<file path="config.mk">
export PLATFORM = sky130hd
export DESIGN_NAME = vlsu_beat_seq
export DESIGN_NICKNAME = d
export VERILOG_FILES = /design/src/rtl/vlsu_beat_seq.sv
export SDC_FILE = /design/constraint.sdc
export NUM_CORES = 1
export LEC_CHECK = 0
export CAP_MARGIN = 5
export CORE_MARGIN = 4
export CORE_UTILIZATION = 45
export CTS_BUF_LIST = sky130_fd_sc_hd__clkbuf_16
export CTS_CLUSTER_SIZE = 8
export DETAILED_ROUTE_END_ITERATION = 8
export GPL_ROUTABILITY_DRIVEN = 0
export HOLD_SLACK_MARGIN = 0.02
export PLACE_DENSITY = 0.72
export SLEW_MARGIN = 20
export SYNTH_ARGS = -nofsm -noshare
export SYNTH_HDL_FRONTEND = slang
export SYNTH_SLANG_ARGS = --single-unit
export TNS_END_PERCENT = 1
</file>
<file path="constraint.sdc">
create_clock -name clk -period 3.75 [get_ports clk]
set_clock_uncertainty 0.15 [all_clocks]
set_input_delay 0.75 -clock clk [delete_from_list [all_inputs] [get_ports clk]]
set_output_delay 0.75 -clock clk [all_outputs]
set_load 0.02 [all_outputs]
</file>
<file path="src/rtl/vlsu_beat_seq.sv">
// Vector load/store beat sequencer: splits a SEW=8 register image into
// 32-bit memory beats and assembles load beats into one VRF write-back.
module vlsu_beat_seq #(
  parameter int VLEN_BITS = 128,
  parameter int MEM_W     = 32,
  parameter int BEATS     = 4
) (
  input  logic                   clk,
  input  logic                   rst_n,
  input  logic                   req_valid_i,
  output logic                   req_ready_o,
  input  logic                   req_is_store_i,
  input  logic [31:0]            req_base_addr_i,
  input  logic [6:0]             req_vl_i,
  input  logic [4:0]             req_vd_addr_i,
  input  logic [VLEN_BITS-1:0]   req_vs3_data_i,
  output logic                   mem_req_o,
  output logic                   mem_we_o,
  output logic [31:0]            mem_addr_o,
  output logic [MEM_W-1:0]       mem_wdata_o,
  output logic [MEM_W/8-1:0]     mem_wstrb_o,
  input  logic                   mem_gnt_i,
  input  logic                   mem_rvalid_i,
  input  logic [MEM_W-1:0]       mem_rdata_i,
  output logic                   wb_valid_o,
  output logic [4:0]             wb_vd_addr_o,
  output logic [VLEN_BITS-1:0]   wb_data_o,
  output logic [1:0]             wb_src_o,
  output logic                   done_o,
  output logic                   err_o,
  output logic                   hold_o
);

  localparam int VLENB = VLEN_BITS / 8;
  localparam int BW    = $clog2(BEATS);
  localparam int LW    = $clog2(VLENB) + 1;

  typedef enum logic [1:0] {
    S_IDLE,
    S_ISSUE,
    S_WAIT_R,
    S_DONE
  } state_t;

  state_t                 r_state;
  logic                   r_is_store;
  logic                   r_err;
  logic                   r_wb;
  logic [31:0]            r_base;
  logic [LW-1:0]          r_len;
  logic [BW:0]            r_nbeats;
  logic [BW-1:0]          r_beat;
  logic [4:0]             r_vd;
  logic [VLEN_BITS-1:0]   r_sdata;
  logic [VLEN_BITS-1:0]   r_lbuf;
  logic [VLEN_BITS-1:0]   r_wb_data;
  logic [4:0]             r_wb_vd;

  logic                   w_hs;
  logic                   w_mis;
  logic [LW-1:0]          w_len;
  logic [LW:0]            w_lp3;
  logic [BW:0]            w_nbeats;
  logic                   w_last;
  logic [LW-1:0]          w_rem;
  logic [3:0]             w_strb;
  logic [6:0]             w_boff;
  logic [VLEN_BITS-1:0]   w_lbuf_nxt;

  assign w_hs     = req_valid_i && (r_state == S_IDLE);
  assign w_mis    = |req_base_addr_i[1:0];
  assign w_len    = (req_vl_i > 7'(VLENB)) ? LW'(VLENB)
                                           : req_vl_i[LW-1:0];
  assign w_lp3    = {1'b0, w_len} + (LW+1)'(3);
  assign w_nbeats = w_lp3[BW+2:2];
  assign w_last   = ({1'b0, r_beat} == (r_nbeats - 1'b1));
  assign w_rem    = r_len - LW'({r_beat, 2'b00});
  assign w_boff   = 7'({r_beat, 5'b00000});

  // Bytes past the effective length are masked on both stores and loads.
  always_comb begin
    w_strb = 4'h0;
    if (w_rem >= LW'(4)) begin
      w_strb = 4'hF;
    end else begin
      unique case (w_rem[1:0])
        2'd0:    w_strb = 4'h0;
        2'd1:    w_strb = 4'h1;
        2'd2:    w_strb = 4'h3;
        default: w_strb = 4'h7;
      endcase
    end
  end

  always_comb begin
    w_lbuf_nxt = r_lbuf;
    for (int k = 0; k < 4; k++) begin
      if (w_strb[k])
        w_lbuf_nxt[w_boff + 7'(8*k) +: 8] = mem_rdata_i[8*k +: 8];
    end
  end

  always_ff @(posedge clk or negedge rst_n) begin
    if (!rst_n) begin
      r_state    <= S_IDLE;
      r_is_store <= 1'b0;
      r_err      <= 1'b0;
      r_wb       <= 1'b0;
      r_base     <= '0;
      r_len      <= '0;
      r_nbeats   <= '0;
      r_beat     <= '0;
      r_vd       <= '0;
      r_sdata    <= '0;
      r_lbuf     <= '0;
      r_wb_data  <= '0;
      r_wb_vd    <= '0;
    end else begin
      unique case (r_state)
        S_IDLE: begin
          if (w_hs) begin
            r_is_store <= req_is_store_i;
            r_base     <= req_base_addr_i;
            r_len      <= w_len;
            r_nbeats   <= w_nbeats;
            r_vd       <= req_vd_addr_i;
            r_sdata    <= req_vs3_data_i;
            r_err      <= w_mis;
            r_wb       <= !req_is_store_i && !w_mis && (w_len != '0);
            r_beat     <= '0;
            r_lbuf     <= '0;
            if (w_mis || (w_len == '0))
              r_state <= S_DONE;
            else
              r_state <= S_ISSUE;
          end
        end
        S_ISSUE: begin
          if (mem_gnt_i) begin
            if (!r_is_store) begin
              r_state <= S_WAIT_R;
            end else if (w_last) begin
              r_state <= S_DONE;
            end else begin
              r_beat <= r_beat + 1'b1;
            end
          end
        end
        S_WAIT_R: begin
          if (mem_rvalid_i) begin
            r_lbuf <= w_lbuf_nxt;
            if (w_last) begin
              r_wb_data <= w_lbuf_nxt;
              r_wb_vd   <= r_vd;
              r_state   <= S_DONE;
            end else begin
              r_beat  <= r_beat + 1'b1;
              r_state <= S_ISSUE;
            end
          end
        end
        default: begin
          r_state <= S_IDLE;
        end
      endcase
    end
  end

  assign req_ready_o  = (r_state == S_IDLE);
  assign hold_o       = (r_state != S_IDLE);
  assign mem_req_o    = (r_state == S_ISSUE);
  assign mem_we_o     = r_is_store;
  assign mem_addr_o   = r_base + 32'({r_beat, 2'b00});
  assign mem_wdata_o  = r_sdata[w_boff +: MEM_W];
  assign mem_wstrb_o  = w_strb;
  assign done_o       = (r_state == S_DONE);
  assign err_o        = (r_state == S_DONE) && r_err;
  assign wb_valid_o   = (r_state == S_DONE) && r_wb;
  assign wb_vd_addr_o = r_wb_vd;
  assign wb_data_o    = r_wb_data;
  assign wb_src_o     = 2'b00;

endmodule

</file>
==> After elaboration in Yosys (flattened, before gate mapping) <==
Index checks and enable logic that the tools add are counted.
{ "word_totals": {"reg_bits": 441, "wordCells": 96} }
{ "classes": {"n_eq_ne": 11, "reduce_logical": 21, "n_shift": 9, "add_sub_neg": 12, "mux": 28, "magnitude_cmp": 2} }
{ "op_table": {"columns": ["operator", "count"], "rows": [
  ["$mux 128", 6],
  ["$bwmux 128", 4],
  ["$shift 8x9->128 const A", 4],
  ["$shiftx 8x9->128", 4],
  ["$pmux 128 s2", 1],
  ["$shiftx 128x8->32", 1],
  ["$neg 7->9", 4],
  ["$add 32x4->32", 1],
  ["$mux 2", 12],
  ["$add 7x5->7 const B", 2],
  ["$pmux 2 s3", 2],
  ["$pmux 3 s3", 1],
  ["$add 7x4->7 const B", 1],
  ["$gt 7x5->1 const B", 1],
  ["$eq 2x2->1 const B", 3],
  ["$ne 2x1->1 const B", 3],
  ["$reduce_and 3->1", 2],
  ["$add 5x2->5 const B", 1],
  ["$ge 5x3->1 const B", 1],
  ["$logic_and 1x1->1", 5],
  ["$logic_not 5->1", 1],
  ["$mux 5", 1],
  ["$reduce_and 5->1", 1],
  ["$reduce_bool 5->1", 1],
  ["16 further kinds", 20]
]} }

==> Longest topological paths before layout <==
{ "logic_depth": {"word_depth": 13, "mapped_depth": 10, "ltp_nobuf": 8} }

==> Least setup slack after synthesis <==
OpenSTA, ideal clock, no wires.
{ "synth_path": {"path_type": "register -> output", "from": "register r_beat[1]", "to": "output port mem_addr_o[18]", "slack_ps": 597, "t_required_ps": 2850, "arrival_ps": 2253, "n_path_buf": 0, "stages_incl_launch_ff": 7, "cell_sequence": "dfrtp_1 -> inv_2 -> fa_1 -> nand2b_1 -> nor4_2 -> nand4_1 -> xnor2_1"} }
{ "synth_between": {"elab_chain_len": 1} }
{ "synth_lines": {"columns": ["item", "line_no", "source"], "rows": [
  ["start: declaration", "52", "logic [BW-1:0] r_beat;"],
  ["start signal: assignment", "145", "r_beat <= r_beat + 1'b1;"],
  ["start signal: assignment", "157", "r_beat <= r_beat + 1'b1;"],
  ["$add 32x4->32", "173", "assign mem_addr_o = r_base + 32'({r_beat, 2'b00});"],
  ["end: declaration", "19", "output logic [31:0] mem_addr_o,"]
]} }
Every way passes these cells.

==> Worst setup path after layout <==
{ "layout_path": {"from": "register r_beat[0]", "to": "output port mem_wstrb_o[0]"} }
{ "layout_between": {"elab_chain_len": 3} }
{ "layout_lines": {"columns": ["item", "line_no", "source"], "rows": [
  ["$sub 5x4->5", "77", "assign w_rem = r_len - LW'({r_beat, 2'b00});"],
  ["$ge 5x3->1", "83", "if (w_rem >= LW'(4)) begin"],
  ["$mux 4", "83", null],
  ["end: declaration", "21", "output logic [MEM_W/8-1:0] mem_wstrb_o,"]
]} }
Every way passes these cells.

==> flow_metrics.tcl <==
set metrics [dict create \
    outcome "finished with violations" \
    violations "negative setup slack" \
    yosys-top-cells-area "dfrtp_1, mux2_2, a22o_1" \
    numPortBuffers 417 \
    rsz0062_at_grt "yes" \
    start_kind "register" \
    seqCellArea_mm2 0.01104 \
    power.total_mw 22.20 \
    fin_crit_sh_pct 103.9 \
    top_layer "met5" \
    wire_per_inst_um 22.82 \
    peakVddDrop_v 0.0006158 \
    chipHeight_um 217.4 \
    path_max_fanout 5 \
    cts.path.max_buffers 3 \
    post-dp-hpwl_um 41600 \
    drt_first_pass_iters 5 \
    postSynth.asyncResetShare_pct 100.0 \
    met2_length_um 28410 \
    drtIter0Drc 1200 \
    required_ps 2850 \
    fp.coreArea_mm2 0.04317 \
    num_vias 14720 \
    drv_slew 0 \
    cp_slowest_stage_delay_ps 580 \
    clk_latency_ps 610 \
    grt_pass1_wl_um 90090 \
    row_count 76 \
    antenna_found_initial 7 \
    syn_area_mm2 0.01973 \
    crit_path_top_delay_cell "fa_1" \
    synth.avg_cell_area_um2 12.71 \
    fmax_mhz 256.6 \
    dp_cells 2459 \
    crit_family "adder cells" \
    clockRootBuffer "clkbuf_16" \
    via_per_inst 5.812 \
    grt_pass1_vias 15450 \
    synthFlopType "dfrtp_1" \
    yosysTopAreaCell "dfrtp_1" \
    cts_tree "built" \
    ant_nets 0 \
    cts_sinks 441 \
    finalSetupViolCount 1 \
    grtUsageTotal_pct 24.21 \
    start_util_pct 45.69 \
    drc 0 \
    p_leak_nw 10.96 \
    synth_cell_types 62 \
    dieWidth_um 217.4 \
    ff2ff_path_depth 7 \
    period_needed_ps 3897 \
    maxCapViolations 0 \
    wirelength_met1_um 22360 \
    diodes 0 \
    holdBufCountCts 0 \
    cp.arrival_ps 3000 \
    fillCellCount 3485 \
    overflow 0 \
    h-tree-depth 2 \
    layout-drive-gt1-share_pct 20.48 \
    synth_edf_count 0 \
    die-area_mm2 0.04725 \
    grt_start_max_net_pins 95 \
    seq_area_frac_synth_pct 55.95 \
    path_clk_slew_ps 50 \
    routed_wl_um 57800 \
    relSlewSlack_pct 40.53 \
    critPathBufInv 2 \
    multi_input_area_mm2 0.007991 \
    numCtsBuffers 61 \
    finalHoldViolations 0 \
    nets 2168 \
    power_per_cell_area_mw_per_mm2 852.2 \
    wl_met3_um 5388 \
    hold_path_class "in2async" \
    final_cells 2533 \
    syn_to_final_growth_pct 32.05 \
    syn_inst 1552 \
    cp.depth 6 \
    worstPathCellList "ha_1 > fa_1 > nand4bb_1 > nor2_4 > inv_1 > clkdlybuf4s50_1" \
    end_kind "output pin" \
    layout_setup_ws_ps -146.7 \
    worst_slew_pin_slew_ps 885.3 \
    yosys_register_bits 441 \
    yosysWarnings 0 \
    netlist.area_leader.share_pct 55.95 \
    fin_setup_tns_ps -146.7 \
    ioPinCount 420 \
    critical_path_class "reg2out" \
]
==> registers in the layout (all words and copies together), names as in the netlist <==
signal and cells:
r_lbuf 128, r_sdata 128, wb_data_o 128, r_base 32, r_len 5, r_vd 5
wb_vd_addr_o 5, r_nbeats 3, r_beat 2, r_state 2, mem_we_o 1, r_err 1
r_wb 1
==> metrics by stage <==
| stage | utilization (%) | instance area [um2] | setup WS [ps] | hold WS [ps] |
|---|---|---|---|---|
| 2_1_floorplan | - | 19730 | 596.7 | 298.5 |
| 3_3_place_gp | 56.64 | 24450 | 194.2 | 316.5 |
| 3_5_place_dp | 56.64 | 24450 | 177.6 | 316.5 |
| 4_1_cts | 60.30 | 26030 | -239.9 | 40.56 |
| 5_1_grt | 60.34 | 26050 | -286.4 | 76.88 |
| 6_report | 60.34 | 26050 | -146.7 | 38.84 |
==> path summary, 6_finish.rpt <==
check / from / to / slack, ps
worst max-delay path: r_beat[0] / mem_wstrb_o[0] / -150
worst min-delay path: rst_n / wb_data_o[83] / 40
worst max register to register: r_beat[0] / wb_data_o[95] / 520
worst min register to register: r_len[2] / r_len[2] / 330
max in group asynchronous: rst_n / r_sdata[69] / 2530
min in group clk: r_len[2] / r_len[2] / 330
==> metal layers <==
layer	track usage (%)	up-vias
met5	0	-
met4	7.123	12
met3	8.922	125
met2	40.77	620
met1	29.34	7419
li1	-	6546
==> power breakdown <==
group	leakage (nW)	total, mW	internal [mW]	switching (mW)
Combinational	4.50	10.1	4.66	5.45
Clock	0.788	4.74	2.83	1.91
Sequential	5.67	7.35	6.32	1.03
Total	11.0	22.2	13.8	8.39
==> placed cells by master (no fill, tap or decap), types with 7 or more instances in the layout <==
cell and n:
clkdlybuf4s15_1 8, nand4_1 13, ha_1 14, inv_1 18
a32oi_1 64, nor2_1 138, a22o_1 129, a21oi_1 140
nand2_1 26, mux2_2 174, clkbuf_2 10, xnor2_1 27
and3_1 7, a22oi_1 64, nor3_4 11, nand3_1 9
buf_4 38, dfrtp_1 439, mux4_2 32, a21bo_2 12
clkdlybuf4s50_1 388, buf_12 11, clkbuf_16 61
==> cell families (layout without fill, tap and decap cells) <==
family / after synthesis / in the layout / share of synthesized area, %
adders and majority gates: 16 / 16 / 1.091
buffers and inverters: 158 / 553 / 3.907
DFF: 441 / 441 / 55.95
AOI/OAI and AO/OA: 443 / 443 / 16.80
xor gates and xnor gates: 34 / 34 / 1.510
muxes: 208 / 208 / 13.69
other: 1 / 2 / 0.01901
and+or+nand+nor: 251 / 251 / 7.035
==> area by class of cell <==
cell class | count | share of cell area [%]
Inverter | 17 | 0.2546
Clock buffer | 61 | 5.860
Multi-Input combinational cell | 954 | 30.68
Timing Repair Buffer | 467 | 17.85
Clock inverter | 8 | 0.1585
Sequential cell | 441 | 42.39
Tap cell | 585 | 2.810
==> synthesized netlist by cell type, types with 6 or more instances <==
| cell type | count |
|---|---|
| dfrtp_1 | 441 |
| mux2_2 | 174 |
| a21oi_1 | 141 |
| nor2_1 | 138 |
| a22o_1 | 129 |
| a22oi_1 | 64 |
| a32oi_1 | 64 |
| buf_2 | 43 |
| buf_1 | 38 |
| clkbuf_1 | 33 |
| mux4_2 | 32 |
| nand2_1 | 27 |
| xnor2_1 | 27 |
| buf_4 | 20 |
| ha_1 | 14 |
| inv_1 | 14 |
| nand4_1 | 13 |
| a21bo_2 | 12 |
| nor3_4 | 11 |
| nand3_1 | 9 |
| and3_1 | 7 |
| xor2_1 | 7 |
| buf_6 | 6 |
| o21ai_0 | 6 |
==> repair_timing <==
item | in CTS | in global routing
pin swaps | 1 | 2
buffers inserted | 2 | 3
setup endpoints to repair | 62 | 56
gates resized for setup | 40 | 37
No activity file was read; power rests on OpenSTA's default activity.
